--- config.mk ---
export PLATFORM = sky130hd
export DESIGN_NAME = mix_col_iter
export DESIGN_NICKNAME = d
export VERILOG_FILES = /design/src/rtl/aes_pkg.sv /design/src/rtl/mix_col_word.sv /design/src/rtl/mix_col_iter.sv
export SDC_FILE = /design/constraint.sdc
export NUM_CORES = 1
export LEC_CHECK = 0
export BUFFER_PORTS_ARGS = -buffer_cell sky130_fd_sc_hd__buf_2
export CAP_MARGIN = 0
export CORE_UTILIZATION = 56
export DETAILED_ROUTE_END_ITERATION = 10
export PLACE_DENSITY = 0.87
export SETUP_SLACK_MARGIN = 0.05
export SLEW_MARGIN = 20
export SYNTH_ARGS = -nofsm -noshare
export SYNTH_HDL_FRONTEND = slang
export SYNTH_SLANG_ARGS = --single-unit
--- constraint.sdc ---
create_clock -name clk -period 7.4 [get_ports clk]
set_input_delay 0 -clock clk [delete_from_list [all_inputs] [get_ports clk]]
set_output_delay 0 -clock clk [all_outputs]
set_load 0.02 [all_outputs]
--- src/rtl/aes_pkg.sv ---
// Shared GF(2^8) helpers, column count and FSM encoding for the MixColumns engines.
// Inverse-coefficient multipliers exist only when MIX_COL_INV_EN is defined.
package aes_pkg;

  localparam int NB = 4;

  typedef enum logic [1:0] {
    IDLE = 2'd0,
    BUSY = 2'd1,
    DONE = 2'd2
  } state_t;

  function automatic logic [7:0] xtime(input logic [7:0] x);
    return {x[6:0], 1'b0} ^ (x[7] ? 8'h1b : 8'h00);
  endfunction

  function automatic logic [7:0] gf_mul3(input logic [7:0] x);
    return xtime(x) ^ x;
  endfunction

`ifdef MIX_COL_INV_EN
  // Higher coefficients are built from repeated doubling: x2, x4, x8.
  function automatic logic [7:0] gf_mul9(input logic [7:0] x);
    return xtime(xtime(xtime(x))) ^ x;
  endfunction

  function automatic logic [7:0] gf_mulb(input logic [7:0] x);
    return xtime(xtime(xtime(x))) ^ xtime(x) ^ x;
  endfunction

  function automatic logic [7:0] gf_muld(input logic [7:0] x);
    return xtime(xtime(xtime(x))) ^ xtime(xtime(x)) ^ x;
  endfunction

  function automatic logic [7:0] gf_mule(input logic [7:0] x);
    return xtime(xtime(xtime(x))) ^ xtime(xtime(x)) ^ xtime(x);
  endfunction
`endif

endpackage

--- src/rtl/mix_col_word.sv ---
// Combinational single-column MixColumns; byte 0 sits in the most significant byte.
// With MIX_COL_INV_EN an inv input selects the inverse matrix.
module mix_col_word
  import aes_pkg::*;
(
`ifdef MIX_COL_INV_EN
  input  logic        inv,
`endif
  input  logic [31:0] col,
  output logic [31:0] mixed
);

  logic [7:0] a0, a1, a2, a3;
  logic [31:0] fwd;

  assign a0 = col[31:24];
  assign a1 = col[23:16];
  assign a2 = col[15:8];
  assign a3 = col[7:0];

  assign fwd = {xtime(a0) ^ gf_mul3(a1) ^ a2 ^ a3,
                a0 ^ xtime(a1) ^ gf_mul3(a2) ^ a3,
                a0 ^ a1 ^ xtime(a2) ^ gf_mul3(a3),
                gf_mul3(a0) ^ a1 ^ a2 ^ xtime(a3)};

`ifdef MIX_COL_INV_EN
  logic [31:0] rev;

  assign rev = {gf_mule(a0) ^ gf_mulb(a1) ^ gf_muld(a2) ^ gf_mul9(a3),
                gf_mul9(a0) ^ gf_mule(a1) ^ gf_mulb(a2) ^ gf_muld(a3),
                gf_muld(a0) ^ gf_mul9(a1) ^ gf_mule(a2) ^ gf_mulb(a3),
                gf_mulb(a0) ^ gf_muld(a1) ^ gf_mul9(a2) ^ gf_mule(a3)};

  assign mixed = inv ? rev : fwd;
`else
  assign mixed = fwd;
`endif

endmodule

--- src/rtl/mix_col_iter.sv ---
// Iterative MixColumns: one column per clock through a single shared mixer.
// Optional MIX_COL_INV_EN adds an inv port that selects the inverse transform.
module mix_col_iter
  import aes_pkg::*;
(
  input  logic         clk,
  input  logic         reset_n,
`ifdef MIX_COL_INV_EN
  input  logic         inv,
`endif
  input  logic         in_valid,
  output logic         in_ready,
  input  logic [127:0] in_data,
  output logic         out_valid,
  input  logic         out_ready,
  output logic [127:0] out_data
);

  localparam int CW = $clog2(NB);

  state_t            state;
  logic [CW-1:0]     col_cnt;
  logic [NB*32-1:0]  work_reg;
  logic [NB*32-1:0]  mixed_state;
  logic [31:0]       col_sel;
  logic [31:0]       col_mix;
  logic              accept;

  // A finished result may be replaced in the same cycle it is consumed.
  assign in_ready  = (state == IDLE) || ((state == DONE) && out_ready);
  assign accept    = in_valid && in_ready;
  assign out_valid = (state == DONE);
  assign out_data  = work_reg;

  always_comb begin
    col_sel = '0;
    for (int c = 0; c < NB; c++) begin
      if (col_cnt == CW'(c)) col_sel = work_reg[NB*32-1-32*c -: 32];
    end
  end

`ifdef MIX_COL_INV_EN
  logic inv_reg;

  mix_col_word u_mix (
    .inv   (inv_reg),
    .col   (col_sel),
    .mixed (col_mix)
  );
`else
  mix_col_word u_mix (
    .col   (col_sel),
    .mixed (col_mix)
  );
`endif

  generate
    for (genvar gi = 0; gi < NB; gi++) begin : g_col
      assign mixed_state[NB*32-1-32*gi -: 32] =
        (col_cnt == CW'(gi)) ? col_mix : work_reg[NB*32-1-32*gi -: 32];
    end
  endgenerate

  always_ff @(posedge clk or negedge reset_n) begin
    if (!reset_n) begin
      state    <= IDLE;
      col_cnt  <= '0;
      work_reg <= '0;
    end else begin
      case (state)
        IDLE: begin
          if (accept) begin
            work_reg <= in_data;
            col_cnt  <= '0;
            state    <= BUSY;
          end
        end
        BUSY: begin
          work_reg <= mixed_state;
          col_cnt  <= col_cnt + CW'(1);
          if (col_cnt == CW'(NB - 1)) state <= DONE;
        end
        DONE: begin
          if (accept) begin
            work_reg <= in_data;
            col_cnt  <= '0;
            state    <= BUSY;
          end else if (out_ready) begin
            state <= IDLE;
          end
        end
        default: state <= IDLE;
      endcase
    end
  end

`ifdef MIX_COL_INV_EN
  always_ff @(posedge clk or negedge reset_n) begin
    if (!reset_n)    inv_reg <= 1'b0;
    else if (accept) inv_reg <= inv;
  end
`endif

endmodule

==> metrics.cfg, run 1 <==
[outcome]
status = finished, final reports clean

[logic_synthesis]
async_flop_share_pct = 100.0
syn_inst = 824
synth_commonest_cells = 132 x dfrtp_1, 83 x a21oi_1, 74 x nor3b_1
ys_types = 42
netlist_top_cells_area = dfrtp_1 41%, nor3b_1 6.9%, xnor2_1 5.5%, a21oi_1 5.1%, nand2b_1 4.0%
synth.avg_cell_area_sq_um = 9.811
yosysSeqAreaShare_pct = 40.86
synth_edf_count = 0
synth_top_area_share_pct = 40.86
ys_ff_latch = 132
yosysMostFrequentCell = dfrtp_1
syn_area_sq_mm = 0.008084
synth_ff_type = dfrtp_1
synth_top_cell_by_area = dfrtp_1
synth.net_count = 960
ys_warn_count = 0

[grt]
antenna_found_initial = 0
grt_usage_pct = 40.20
grt_pass1_wl_mm = 44.33
grt_max_degree = 84
grt_pass1_vias = 8093
overflow = 0

[clocking]
path_clk_slew_ns = 0.06
cts.sinks = 132
htreeDepth = 4
hold_buffers = 94
cts_max_path_buffers = 2
cts_root_buf = clkbuf_16
post-cts-setup-buffer-count = 0
cts_tree = built
numCtsBuffers = 17
cts.repair.resized = 0
worstSkewPairLatency_ns = 0.44

[die]
ios = 262
design.core.area_sq_mm = 0.01399
row_count = 43
die_area_sq_mm = 0.01492
die_height_microns = 122.2
die_w_microns = 122.2
start_util_pct = 57.79

[timing]
skew_ns = 0.01013
rsz0062_at_grt = no
fmax_mhz = 270.4
finalSetupViolations = 0
drv_slew = 0
fin_crit_ns = 3.698
finalHoldViolations = 0
max_slew.worst_pin.slew_ns = 1.011
post-route-period-util_pct = 49.98
slew_headroom_pct = 32.57
setup_tns_ns = 0

[drt]
drtAntennaViolNets = 0
drtPass1Iterations = 6
post_drt_wl_per_cell_microns = 21.92
wirelength_mm = 29.20
route.detailed.drc = 0
vias_per_cell = 6.279
drt_first_iter_violations = 1006
via_count = 8364

[final_layout]
final.fill_count = 888
final_area_sq_mm = 0.01090
layout-drive-gt1-share_pct = 30.47
area_growth_syn_to_layout_pct = 34.87
final_nets = 1275
diodes = 0

[placement]
hpwlAfterDp_mm = 18.41
place_congestion = 0.9463
post_dp_cell_area_sq_mm = 0.009320
port_buffers = 261

[critical_path]
crit_required_ns = 7.68
start_kind = flip-flop
endpoint_kind = flip-flop
cp.arrival_ns = 3.98
crit_type = flip-flop to flip-flop
worstPathMaxFanout = 26

[run]
drv_cap = 0

[worst_hold_path]
hp-class = input port to flip-flop

[stage by stage]
stage / hold WS (ns) / setup slack (ns) / util [%] / std cells
2_1_floorplan: -0.2956 / 4.913 / - / 824
3_3_place_gp: 0.07883 / 3.975 / 66.63 / 1206
3_5_place_dp: 0.08544 / 3.785 / 66.63 / 1206
4_1_cts: 0.001278 / 3.795 / 77.94 / 1332
5_1_grt: 0.02921 / 3.509 / 77.94 / 1332
6_report: 0.002616 / 3.702 / 77.94 / 1332
[worst max-delay path, cell delays in order (launching register included)]
cell,delay [ns]
dfrtp_1,0.43
inv_1,0.11
ha_1,0.44
nor2_4,0.87
a21oi_2,0.29
xnor2_1,0.72
xor2_1,0.16
xnor2_1,0.38
o21ai_0,0.14
[metal layers]
layer / vias to the layer above / global-route usage (%) / share of wire (%)
met2: 700 / 62.11 / 46
met3: 138 / 11.84 / 12
met1: 3922 / 50.96 / 38
met5: - / 0 / 0
li1: 3604 / - / -
met4: 0 / 21.34 / 4.2
[final cells by class]
class	instances	area, sq um	share of cell area [%]
clock inverters	10	177.7	1.630
multi-input cells	615	4382	40.19
inverters	10	37.54	0.3443
well taps	180	225.2	2.066
flip-flops and latches	132	3307	30.33
clock buffers	22	464.2	4.257
repair buffers	363	2310	21.18
[state kept, by name, indices dropped and copies added (netlist names)]
signal	cells
state	2
out_data	128
col_cnt	2
[kinds of logic after synthesis]
| kind of cell | share of synthesized area [%] |
|---|---|
| compound gates | 23.23 |
| simple gates | 16.28 |
| flops | 40.86 |
| xor+xnor | 13.90 |
| buf+inv | 4.968 |
| fa+ha+maj | 0.6191 |
| mux | 0.1393 |
[final timing paths]
| kind | start | to | slack (ns) | cells after the start |
|---|---|---|---|---|
| min reg2reg | out_data[105] | out_data[105] | 0.53 | 2 |
| min | in_data[119] | out_data[119] | 0.003 | 4 |
| max reg2reg | col_cnt[0] | out_data[97] | 3.70 | 8 |
| max in group asynchronous | reset_n | out_data[106] | 5.77 | 3 |
| max | col_cnt[0] | out_data[97] | 3.70 | 8 |
| min in group asynchronous | reset_n | out_data[5] | 0.15 | 2 |
[layout by cell type, fill, tap and decap left out, types with 2 or more instances in the layout]
cell / instances
o21ai_0: 48
buf_4: 9
dfrtp_1: 131
ha_1: 4
clkinv_2: 4
inv_1: 9
a221o_1: 6
nand2b_4: 5
nand3b_1: 7
nand2_1: 14
nor3b_1: 74
a22o_1: 2
bufinv_16: 5
a21oi_1: 83
buf_2: 260
clkbuf_8: 2
nor2b_1: 3
o21ai_1: 30
clkbuf_16: 17
a22oi_1: 26
nor2_1: 48
dlygate4sd3_1: 94
and2_1: 3
a21oi_2: 21
a22oi_2: 5
a31oi_1: 48
xor2_1: 21
nand2b_1: 52
o221ai_1: 6
clkbuf_1: 3
xnor2_2: 12
o22ai_1: 24
xnor2_1: 51
xnor3_1: 12
Power of run 1 is left out: the tool's default activity adds up to more than one toggle a clock period on the data nets, which glitch-free logic cannot reach.
==> run 2: changes to the inputs <==
--- a/config.mk
+++ b/config.mk
@@ -7,9 +7,9 @@
 export LEC_CHECK = 0
 export BUFFER_PORTS_ARGS = -buffer_cell sky130_fd_sc_hd__buf_2
 export CAP_MARGIN = 0
-export CORE_UTILIZATION = 56
+export CORE_UTILIZATION = 47
 export DETAILED_ROUTE_END_ITERATION = 10
-export PLACE_DENSITY = 0.87
+export PLACE_DENSITY = 0.78
 export SETUP_SLACK_MARGIN = 0.05
 export SLEW_MARGIN = 20
 export SYNTH_ARGS = -nofsm -noshare
==> constraint.sdc (replaced) <==
create_clock -name clk -period 3.2 [get_ports clk]
set_input_delay 0 -clock clk [delete_from_list [all_inputs] [get_ports clk]]
set_output_delay 0 -clock clk [all_outputs]
set_load 0.02 [all_outputs]
==> metrics.cfg, run 2 (same netlist as run 1, synthesis figures left out) <==
[final_layout]
layout-drive-gt1-share_pct = 31.68
mostFrequentLayoutCell = buf_2
mostFrequentLayoutCells = 260 x buf_2, 131 x dfrtp_1, 83 x a21oi_1
final_nets = 1272
diodes = 0
largest_reg_flops = 128
area_growth_syn_to_layout_pct = 36.09

[clocking]
post-cts-setup-buffer-count = 0
htreeDepth = 4
numCtsBuffers = 17
worstSkewPairLatency_ns = 0.42
cts_tree = built
cts.sinks = 132
cts_root_buf = clkbuf_16
cts_max_path_buffers = 2
path_clk_slew_ns = 0.06

[critical_path]
worstPathMaxFanout = 21
crit_required_ns = 3.54
start_kind = flip-flop
endpoint_kind = flip-flop
cp.arrival_ns = 3.34
worstRegToRegCells = 9
crit_type = flip-flop to flip-flop
reg2reg_slack_ns = 0.19

[drt]
drt_first_iter_violations = 593
vias_per_cell = 5.781
via_count = 7914
wirelength_mm = 27.65
drtAntennaViolNets = 0
route.detailed.drc = 0
drtPass1Iterations = 5
post_drt_wl_per_cell_microns = 20.20

[grt]
overflow = 0
grt_pass1_wl_mm = 43.27
grt_pass1_vias = 7863
antenna_found_initial = 0
grt_usage_pct = 31.73
grt_max_degree = 109

[die]
design.core.area_sq_mm = 0.01670
die_area_sq_mm = 0.01773
row_count = 47
start_util_pct = 48.40
die_height_microns = 133.2
ios = 262
die_w_microns = 133.2

[worst_hold_path]
whs_path_depth = 4
hp-class = input port to flip-flop

[timing]
fmax_mhz = 332.5
rsz0062_at_grt = yes
final.setup.worst_slack_ns = 0.1924
setup_tns_ns = 0
max_slew.worst_pin.slew_ns = 1.030
holdWs_ns = 0.006017
finalSetupViolations = 0
finalHoldViolations = 0
drv_slew = 0
fin_crit_ns = 3.008
slew_headroom_pct = 31.31
post-route-period-util_pct = 93.99
skew_ns = 0.006824

[placement]
pre_cts_slack_ns = 0.2111
place_congestion = 0.9189
port_buffers = 261
hpwlAfterDp_mm = 19.32

[run]
drv_cap = 0

[outcome]
status = finished, final reports clean

## run 2: worst max-delay path: stages (launching register included)
cell	delay, ns
dfrtp_1	0.41
inv_1	0.09
ha_1	0.24
buf_4	0.24
a221o_1	0.35
a22oi_1	0.36
xnor2_1	0.25
xnor3_1	0.51
nand2b_1	0.23
a31oi_1	0.22
## run 2: layout make-up
type | instances | area (sq um)
multi-input cells | 615 | 4394
repair buffers | 360 | 2280
clock buffers | 23 | 488.0
clock inverters | 9 | 220.2
well taps | 220 | 275.3
fillers | 1323 | 5699
flip-flops and latches | 132 | 3307
inverters | 10 | 37.54
## run 2: final timing paths
check,start,to
worst min-delay path,in_data[35],out_data[35]
worst max register to register,col_cnt[1],out_data[111]
worst max-delay path,col_cnt[1],out_data[111]
worst min register to register,out_data[36],out_data[36]
max in group asynchronous,reset_n,out_data[100]
min in group asynchronous,reset_n,out_data[127]
## run 2: layer usage
layer / routed length [microns] / track usage (%) / part of all wire (%)
met5: 0 / 0 / 0
met1: 11640 / 42.92 / 42
met3: 2616 / 6.659 / 9.5
met2: 12920 / 51.45 / 47
met4: 480 / 9.407 / 1.7
## run 2: per-stage QoR
step	instance area, sq um	instances	util [%]
floorplan	8084	824	-
global placement	9470	1256	56.71
detailed placement	9470	1256	56.71
CTS	10990	1369	65.80
global route	11000	1369	65.88
finish	11000	1369	65.88
## run 2: repair_timing
item | CTS | global route
setup endpoints to repair | 0 | 6
endpoints found under the hold margin | 144 | 0
hold buffers | 81 | 0
gates resized for setup | 0 | 2
Power of run 2 is left out for the same reason.
